`config.mk`:
```
export PLATFORM = sky130hd
export DESIGN_NAME = ahb_lite_master
export DESIGN_NICKNAME = d
export VERILOG_FILES = /design/src/rtl/ahb_lite_master.sv
export SDC_FILE = /design/constraint.sdc
export NUM_CORES = 1
export LEC_CHECK = 0
export ABC_AREA = 1
export BUFFER_PORTS_ARGS = -buffer_cell sky130_fd_sc_hd__buf_2
export CORE_MARGIN = 2
export CORE_UTILIZATION = 45
export CTS_BUF_LIST = sky130_fd_sc_hd__clkbuf_2 sky130_fd_sc_hd__clkbuf_4 sky130_fd_sc_hd__clkbuf_8
export DETAILED_ROUTE_END_ITERATION = 16
export PLACE_DENSITY = 0.69
export RECOVER_POWER = 100
export SKIP_CTS_REPAIR_TIMING = 1
export SLEW_MARGIN = 20
export SYNTH_ARGS = -nofsm -noshare
export SYNTH_HDL_FRONTEND = slang
export SYNTH_SLANG_ARGS = --single-unit
```
`constraint.sdc`:
```
create_clock -name hclk -period 18.85 [get_ports hclk]
set_clock_uncertainty 0.15 [all_clocks]
set_input_delay 0.9425 -clock hclk [delete_from_list [all_inputs] [get_ports hclk]]
set_output_delay 0.9425 -clock hclk [all_outputs]
set_load 0.01 [all_outputs]
```
`src/rtl/ahb_lite_master.sv`:
```
// ahb_lite_master: AHB-Lite master that turns a simple command handshake into
// a single transfer or a 4-beat incrementing burst on the bus.
// Build option AHB_MST_ERR_ABORT_EN: when defined, an ERROR response cancels
// the remaining beats of the burst; otherwise the burst resumes at the next beat.
//
// state       | meaning
// ------------+-----------------------------------------------------------
// S_IDLE      | bus idle, cmd_ready high, waiting for a command
// S_ADDR      | a beat is in address phase (previous beat may be in data phase)
// S_DATA_LAST | final beat in data phase, bus driven IDLE
// S_ERR2      | second cycle of an ERROR response, bus driven IDLE
module ahb_lite_master #(
    parameter int ADDR_W = 32
) (
    input  logic              hclk,
    input  logic              hreset,
    input  logic              cmd_valid,
    output logic              cmd_ready,
    input  logic              cmd_write,
    input  logic [ADDR_W-1:0] cmd_addr,
    input  logic [2:0]        cmd_size,
    input  logic              cmd_incr4,
    input  logic [127:0]      cmd_wdata,
    output logic              rd_valid,
    output logic [31:0]       rd_data,
    output logic              rd_err,
    output logic              cmd_done,
    output logic              cmd_err,
    output logic              hsel,
    output logic [ADDR_W-1:0] haddr,
    output logic [1:0]        htrans,
    output logic              hwrite,
    output logic [2:0]        hsize,
    output logic [2:0]        hburst,
    output logic [3:0]        hprot,
    output logic [31:0]       hwdata,
    input  logic [31:0]       hrdata,
    input  logic              hready,
    input  logic              hresp
);

    localparam logic [1:0] TR_IDLE   = 2'b00;
    localparam logic [1:0] TR_NONSEQ = 2'b10;
    localparam logic [1:0] TR_SEQ    = 2'b11;
    localparam logic [2:0] BU_SINGLE = 3'b000;
    localparam logic [2:0] BU_INCR   = 3'b001;
    localparam logic [2:0] BU_INCR4  = 3'b011;

    typedef enum logic [1:0] {
        S_IDLE      = 2'd0,
        S_ADDR      = 2'd1,
        S_DATA_LAST = 2'd2,
        S_ERR2      = 2'd3
    } state_t;

    state_t            r_state;
    logic              r_cmd_ready;
    logic              r_hsel;
    logic [ADDR_W-1:0] r_haddr;
    logic [1:0]        r_htrans;
    logic              r_hwrite;
    logic [2:0]        r_hsize;
    logic [2:0]        r_hburst;
    logic [31:0]       r_hwdata;
    logic [127:0]      r_wdata;
    logic [1:0]        r_beat;
    logic [1:0]        r_last_beat;
    logic              r_dp_valid;
    logic              r_err;
    logic              r_rd_valid;
    logic [31:0]       r_rd_data;
    logic              r_rd_err;
    logic              r_cmd_done;
    logic              r_cmd_err;

    logic [ADDR_W-1:0] w_step;
    logic [ADDR_W-1:0] w_next_addr;
    logic              w_next_nonseq;
    logic              w_err1;
    logic              w_last;
    logic [31:0]       w_wbeat;
    logic [9:0]        w_cstep;
    logic [9:0]        w_ca0;
    logic [9:0]        w_ca1;
    logic [9:0]        w_ca2;
    logic [9:0]        w_ca3;
    logic              w_bnd;

    assign w_step        = ADDR_W'(1) << r_hsize;
    assign w_next_addr   = r_haddr + w_step;
    assign w_next_nonseq = (w_next_addr[9:0] == 10'd0);
    // First cycle of a two-cycle ERROR response for the beat in data phase.
    assign w_err1        = r_dp_valid & hresp & ~hready;
    assign w_last        = (r_beat == r_last_beat);
    assign w_wbeat       = r_wdata[{r_beat, 5'b00000} +: 32];

    // Any INCR4 beat landing on a 1KB boundary downgrades the burst to INCR.
    assign w_cstep = 10'(1) << cmd_size;
    assign w_ca0   = cmd_addr[9:0];
    assign w_ca1   = w_ca0 + w_cstep;
    assign w_ca2   = w_ca1 + w_cstep;
    assign w_ca3   = w_ca2 + w_cstep;
    assign w_bnd   = (w_ca0 == 10'd0) | (w_ca1 == 10'd0) | (w_ca2 == 10'd0) | (w_ca3 == 10'd0);

    // The slave ignores the pending address phase during ERROR cycle 1, so
    // htrans is forced to IDLE in that very cycle.
    assign htrans    = w_err1 ? TR_IDLE : r_htrans;
    assign hsel      = r_hsel;
    assign haddr     = r_haddr;
    assign hwrite    = r_hwrite;
    assign hsize     = r_hsize;
    assign hburst    = r_hburst;
    assign hprot     = 4'b0011;
    assign hwdata    = r_hwdata;
    assign cmd_ready = r_cmd_ready;
    assign rd_valid  = r_rd_valid;
    assign rd_data   = r_rd_data;
    assign rd_err    = r_rd_err;
    assign cmd_done  = r_cmd_done;
    assign cmd_err   = r_cmd_err;

    // Command sequencing, bus address/data phases and completion pulses.
    always_ff @(posedge hclk or posedge hreset) begin
        if (hreset) begin
            r_state     <= S_IDLE;
            r_cmd_ready <= 1'b0;
            r_hsel      <= 1'b0;
            r_haddr     <= '0;
            r_htrans    <= TR_IDLE;
            r_hwrite    <= 1'b0;
            r_hsize     <= 3'b010;
            r_hburst    <= BU_SINGLE;
            r_hwdata    <= '0;
            r_wdata     <= '0;
            r_beat      <= 2'd0;
            r_last_beat <= 2'd0;
            r_dp_valid  <= 1'b0;
            r_err       <= 1'b0;
            r_rd_valid  <= 1'b0;
            r_rd_data   <= '0;
            r_rd_err    <= 1'b0;
            r_cmd_done  <= 1'b0;
            r_cmd_err   <= 1'b0;
        end else begin
            r_rd_valid <= 1'b0;
            r_rd_err   <= 1'b0;
            r_cmd_done <= 1'b0;
            r_cmd_err  <= 1'b0;
            case (r_state)
                S_IDLE: begin
                    r_cmd_ready <= 1'b1;
                    if (cmd_valid && r_cmd_ready) begin
                        r_cmd_ready <= 1'b0;
                        r_hsel      <= 1'b1;
                        r_haddr     <= cmd_addr;
                        r_htrans    <= TR_NONSEQ;
                        r_hwrite    <= cmd_write;
                        r_hsize     <= cmd_size;
                        r_hburst    <= !cmd_incr4 ? BU_SINGLE : (w_bnd ? BU_INCR : BU_INCR4);
                        r_wdata     <= cmd_wdata;
                        r_beat      <= 2'd0;
                        r_last_beat <= cmd_incr4 ? 2'd3 : 2'd0;
                        r_dp_valid  <= 1'b0;
                        r_err       <= 1'b0;
                        r_state     <= S_ADDR;
                    end
                end
                S_ADDR: begin
                    if (w_err1) begin
                        r_err    <= 1'b1;
                        r_htrans <= TR_IDLE;
                        r_state  <= S_ERR2;
                    end else if (hready) begin
                        if (r_dp_valid && !r_hwrite) begin
                            r_rd_valid <= 1'b1;
                            r_rd_data  <= hrdata;
                        end
                        r_dp_valid <= 1'b1;
                        if (r_hwrite) begin
                            r_hwdata <= w_wbeat;
                        end
                        if (w_last) begin
                            r_htrans <= TR_IDLE;
                            r_hsel   <= 1'b0;
                            r_state  <= S_DATA_LAST;
                        end else begin
                            r_beat   <= r_beat + 2'd1;
                            r_haddr  <= w_next_addr;
                            r_htrans <= w_next_nonseq ? TR_NONSEQ : TR_SEQ;
                        end
                    end
                end
                S_DATA_LAST: begin
                    if (w_err1) begin
                        r_err   <= 1'b1;
                        r_state <= S_ERR2;
                    end else if (hready) begin
                        if (!r_hwrite) begin
                            r_rd_valid <= 1'b1;
                            r_rd_data  <= hrdata;
                        end
                        r_dp_valid  <= 1'b0;
                        r_cmd_done  <= 1'b1;
                        r_cmd_err   <= r_err;
                        r_cmd_ready <= 1'b1;
                        r_state     <= S_IDLE;
                    end
                end
                S_ERR2: begin
                    if (hready) begin
                        if (!r_hwrite) begin
                            r_rd_valid <= 1'b1;
                            r_rd_err   <= 1'b1;
                            r_rd_data  <= '0;
                        end
                        r_dp_valid <= 1'b0;
`ifdef AHB_MST_ERR_ABORT_EN
                        r_hsel      <= 1'b0;
                        r_htrans    <= TR_IDLE;
                        r_cmd_done  <= 1'b1;
                        r_cmd_err   <= 1'b1;
                        r_cmd_ready <= 1'b1;
                        r_state     <= S_IDLE;
`else
                        // hsel still high means the cancelled beat is pending.
                        if (r_hsel) begin
                            r_htrans <= TR_NONSEQ;
                            r_state  <= S_ADDR;
                        end else begin
                            r_htrans    <= TR_IDLE;
                            r_cmd_done  <= 1'b1;
                            r_cmd_err   <= 1'b1;
                            r_cmd_ready <= 1'b1;
                            r_state     <= S_IDLE;
                        end
`endif
                    end
                end
                default: r_state <= S_IDLE;
            endcase
        end
    end

endmodule

```
==> run metrics, run 1 <==
Placer Congestion 0.886; Fin. Hold Viols 0; combinational power share 0.436; initial antenna violation count 8; Sw Pwr 1.09 mW; Worst EP arrival 6.73 ns; #FFs+latches synth 244; cell taking the most area after synthesis dfrtp_1; Fillers 2,815; Period minus WS final 7.14 ns; worst path required time 18.43 ns; fraction of registers with async set/reset 1.00; FMAX 140 MHz; failing checks max-capacitance violations, max-slew violations; # port buffers 311; DRC Markers 0; total power 2.56 mW; setup total negative slack 0 ns; post-synthesis compound-gate area fraction 0.113; I/O pin cnt 317; pin count of the biggest net entering global routing 106; status complete, but fails checks; Seq/Total Area, Yosys 0.459; adder-cell share of the synthesized area 0.0312; DR iter-0 viols 869; critical-path cell list buf_2, clkinvlp_2, clkbuf_1; synthesized instance count 1,680; crit share post-route 0.379; slowest stage cell, crit path clkbuf_1; Worst-path clk slew 0.06 ns; Yosys warnings 0; most frequent cell after synthesis nand2_1; min-delay worst type reg -> reg; CP Class in -> async; htree depth 2; most frequent cells after synthesis 535 x nand2_1, 243 x dfrtp_1, 162 x nor2_1, 126 x inv_1, 120 x o21ai_0; CTS Buffer Depth 3; Power Dens Cells 161 nW/µm²; mux contribution to synthesized area 0.0271; CP peak stage delay 2.92 ns; synthesized area per cell 7.92 µm²; Global Route Usage Sum 0.236; Pint 1.46 mW; Synth top area share 0.457; Crit. End Element async pin; number of flops mapped to enable cells by yosys 0; main combinational cell family by area after synthesis simple AND/OR/NAND/NOR gates; vias 12.5k; Rel. slew slack -2.16; sw frac 0.427; leakage 8.09 nW; Primary FF master, synth dfrtp_1; Seq pwr share 0.365; share of cells above drive strength 1 0.192; Initial Utilization 0.460; Detailed Route WL 37,000 µm; Pre-antenna DRT Iters 6; WP buf/inv 3; DIE AREA 30,900 µm²; Slew @ Worst Pin 4.71 ns; crit-path max FO 105; Routed Antenna Nets 0; CTS tree yes; first-pass GRT wire length 60,100 µm; CTS sink cnt 244; P&R area growth vs syn 19.2%; CTS buffer count 44; Nets 2,201; Final Max Tran Viols 631; reg2reg setup slack 12.73 ns; chip width 176 µm; post-DP HPWL 25,400 µm; # rows 62; MaxCap Viol Count 10; total grt overflow 0; delay-heaviest family, CP buffers and inverters; vias in the first global route 12.1k; Final setup viols 0; clk_lat worst skew 0.53 ns; Setup crit start kind primary input; Synth cell types 55; Peak VDD IR 0.0000791 V; CTS Root Cell clkbuf_8; simple-gate share of the synthesized area 0.287; Synth Area in XOR/XNOR 0.0158; mapped cell area 13,300 µm²; WL/cell 15.5 µm; RSZ-0062 raised after global routing false; top cells by area, synth dfrtp_1 46%, nand2_1 15%, nor2_1 4.6%; core box area 28,900 µm²; clock power share 0.200; Vias/cell 5.23; die height 176 µm
cell usage in the layout, fill, tap and decap left out, types with 4 or more instances in the layout:
cell	count
a21oi_1	44
a31oi_1	5
buf_2	202
buf_4	4
clkbuf_1	117
clkbuf_4	17
clkbuf_8	55
conb_1	5
dfrtp_1	241
diode_2	6
ha_1	30
inv_1	124
inv_2	8
inv_4	4
mux2_2	31
nand2_1	535
nand2_2	18
nand2_4	10
nand3_1	68
nand3_2	7
nand3_4	10
nand4_1	19
nor2_1	161
nor3_1	26
nor4_1	7
o211ai_1	5
o21ai_0	122
o221ai_1	5
o22ai_1	9
o32ai_1	32
xor2_1	21
final cells by class:
cell class | instances | area, µm² | share of cell area
Multi-Input combinational cell | 1214 | 6320 | 0.399
Sequential cell | 244 | 6110 | 0.385
Timing Repair Buffer | 323 | 1480 | 0.0934
Clock buffer | 72 | 885 | 0.0558
Inverter | 140 | 538 | 0.0339
Tap cell | 384 | 480 | 0.0303
Clock inverter | 2 | 21.3 | 0.00134
Antenna cell | 6 | 15.0 | 0.000947
registers in the layout (all words and copies together) (netlist names):
name	flops
cmd_err	1
hwrite	1
r_state	2
hsel	1
cmd_done	1
r_htrans	2
r_last_beat	1
hwdata	32
rd_data	32
r_dp_valid	1
rd_valid	1
r_err	1
r_wdata	128
hburst	1
cmd_ready	1
hsize	3
rd_err	1
haddr	32
r_beat	2
routing by layer:
metal,GRT usage,part of all wire,vias to the layer above
li1,-,-,6065
met1,0.315,0.44,5907
met2,0.391,0.46,439
met3,0.0500,0.076,62
met4,0.0658,0.017,4
met5,0,0.00073,-
path summary, 6_finish.rpt:
kind | cells past startpoint | end | from
max in group hclk | 7 | hwrite | r_state[1]
worst min register to register | 2 | r_wdata[74] | r_wdata[74]
min in group asynchronous | 2 | r_wdata[87] | hreset
worst max-delay path | 3 | r_wdata[49] | hreset
worst min-delay path | 2 | r_wdata[74] | r_wdata[74]
worst max register to register | 7 | hwrite | r_state[1]
worst reg2reg max path: stages, from the launching register on:
cell      delay (ns)
dfrtp_1         0.40
inv_1           0.15
ha_1            0.20
inv_1           0.06
nor2_1          0.20
clkbuf_1        2.08
clkbuf_1        2.33
o21ai_0         0.30
power by group through the flow:
stage	clock, mW	sequential (mW)	combinational (mW)
after floorplan	0	0.950	0.752
after global placement	0	0.925	1.11
after detailed placement	0	0.930	1.14
after CTS	0.524	0.925	1.14
after global routing	0.550	0.962	1.27
final	0.510	0.932	1.11
cells by family after synthesis:
kind of cell | Yosys count
xor gates and xnor gates | 24
and+or+nand+nor | 873
AOI/OAI and AO/OA | 248
other | 2
muxes | 32
buffers and inverters | 225
adders and majority gates | 32
DFF | 244
metrics by stage:
step / cell area [µm²] / cells / setup WS [ns] / util / hold WS (ns)
2_1_floorplan: 13300 / 1683 / 11.06 / - / 0.287
3_3_place_gp: 15100 / 2305 / 13.35 / 0.522 / 0.300
3_5_place_dp: 15100 / 2305 / 13.16 / 0.522 / 0.304
4_1_cts: 16000 / 2379 / 13.69 / 0.554 / 0.319
5_1_grt: 15800 / 2381 / 10.31 / 0.547 / 0.331
6_report: 15900 / 2385 / 11.71 / 0.548 / 0.315
(Power assumes the default switching activity.)
==> run 2, diff against run 1 <==
==> constraint.sdc (replaced) <==
create_clock -name hclk -period 6.6 [get_ports hclk]
set_clock_uncertainty 0.15 [all_clocks]
set_input_delay 0.33 -clock hclk [delete_from_list [all_inputs] [get_ports hclk]]
set_output_delay 0.33 -clock hclk [all_outputs]
set_load 0.01 [all_outputs]
==> run 2 against run 1 <==
  * The run ends with negative hold slack, max-capacitance violations, max-slew violations left
  * Die area did not move
  * Combinational power rose to 3.0 times the previous value
  * Critical path depth rose by 4
  * First-iteration DRC count grew 11%
  * Core utilization grew 6.6 points
  * Flip-flop and latch count unchanged
  * Cell count increased by 7.7%
  * Design area increased by 12%
  * Global-route usage is essentially flat
  * Worst hold slack worse by 0.32 ns
==> run metrics, run 2 (same netlist as run 1, synthesis figures left out) <==
core box area 28,900 µm²; RSZ-0062 raised after global routing false; Initial Utilization 0.460; # port buffers 311; first-pass GRT wire length 60,300 µm; # rows 62; leakage 8.89 nW; I/O pin cnt 317; CTS Root Cell clkbuf_8; post-DP HPWL 25,300 µm; DRC Markers 0; WL/cell 15.8 µm; HP Start cmd_addr[27]; failing checks negative hold slack, max-capacitance violations, max-slew violations; pin count of the biggest net entering global routing 160; Rel. slew slack -0.685; Routed Antenna Nets 0; min-delay worst type in -> reg; hold depth 3; CTS Buffer Depth 3; Fin. Hold Viols 2; R2R Path Start r_state[1]; Worst Slack Setup Final 1.39 ns; reg2reg setup slack 1.39 ns; clk_lat worst skew 0.56 ns; Crit. End Element flip-flop; die height 176 µm; worst path required time 6.86 ns; fin area 17,800 µm²; DR iter-0 viols 965; Vias/cell 5.23; share of cells above drive strength 1 0.177; CTS tree yes; total power 7.44 mW; vias in the first global route 12.1k; Final Max Tran Viols 517; Fillers 2,484; Worst-path clk slew 0.06 ns; reg2reg end hwdata[13]; Largest Register r_wdata; MaxCap Viol Count 9; htree depth 2; area of the multi-input gates 6320 µm²; Nets 2,389; Global Route Usage Sum 0.237; r2r worst-path depth 7; P&R area growth vs syn 33.5%; Hold WS -0.00440 ns; Placer Congestion 0.898; CTS buffer count 43; CTS sink cnt 244; most frequent cells in the layout 535 x nand2_1, 241 x dfrtp_1, 202 x buf_2; CP Class reg -> reg; Register Area 6110 µm²; Detailed Route WL 40,500 µm; total grt overflow 0; Slew @ Worst Pin 2.53 ns; Setup crit start kind flip-flop; crit-path max FO 48; Power Dens Cells 419 nW/µm²; Period minus WS final 5.21 ns; chip width 176 µm; commonest non-fill, non-tap cell in the layout nand2_1; vias 13.4k; DP Area 15,100 µm²; Final setup viols 0; Pre-antenna DRT Iters 5; initial antenna violation count 1; crit share post-route 0.790; Peak VDD IR 0.000224 V; end of the worst hold path haddr[27]; max reg flops 128; Worst EP arrival 5.48 ns; status complete, but fails checks; DIE AREA 30,900 µm²; dpl ws 1.59 ns; FMAX 192 MHz; setup total negative slack 0 ns
[run 2: through the flow]
| step | utilization | instances | hold slack, ns |
|---|---|---|---|
| detailed placement | 0.523 | 2305 | 0.304 |
| CTS | 0.554 | 2379 | -0.226 |
| global placement | 0.523 | 2305 | 0.298 |
| floorplan | - | 1683 | 0.287 |
| finish | 0.614 | 2569 | -0.00440 |
| global route | 0.614 | 2569 | 0.00324 |
[run 2: cell type report]
class | instances | share of cell area
Timing Repair Buffer | 512 | 0.191
Multi-Input combinational cell | 1214 | 0.356
Inverter | 140 | 0.0303
Tap cell | 384 | 0.0271
Clock inverter | 4 | 0.00211
Sequential cell | 244 | 0.344
Clock buffer | 70 | 0.0493
Antenna cell | 1 | 0.000141
[run 2: worst max path at each step]
stage / start / endpoint / slack, ns / cells past startpoint
floorplan: cmd_size[0] / hburst[1] / 2.24 / 32
global placement: cmd_size[0] / hburst[1] / 1.68 / 31
detailed placement: cmd_size[0] / hburst[1] / 1.59 / 31
CTS: cmd_size[0] / hburst[1] / 2.15 / 31
global route: r_state[1] / rd_data[19] / 0.84 / 10
finish: r_state[1] / hwdata[13] / 1.39 / 7
[run 2: where the power goes]
group / leakage [nW] / switching [mW] / internal (mW)
Clock: 0.483 / 0.631 / 0.838
Sequential: 3.04 / 0.463 / 2.21
Combinational: 5.36 / 2.10 / 1.20
[run 2: critical path: stages (launching register included)]
cell and delay [ns]:
dfrtp_1 0.40, inv_1 0.14, ha_1 0.19, clkbuf_1 1.43, nand2_1 0.35, nor2_4 0.15, clkbuf_1 1.73, mux2_2 0.48
[run 2: layer usage]
layer,up-vias,part of all wire,track usage
met5,-,0,0
met4,0,0.027,0.0671
met3,97,0.072,0.0478
met2,540,0.47,0.381
met1,6364,0.43,0.326
li1,6427,-,-
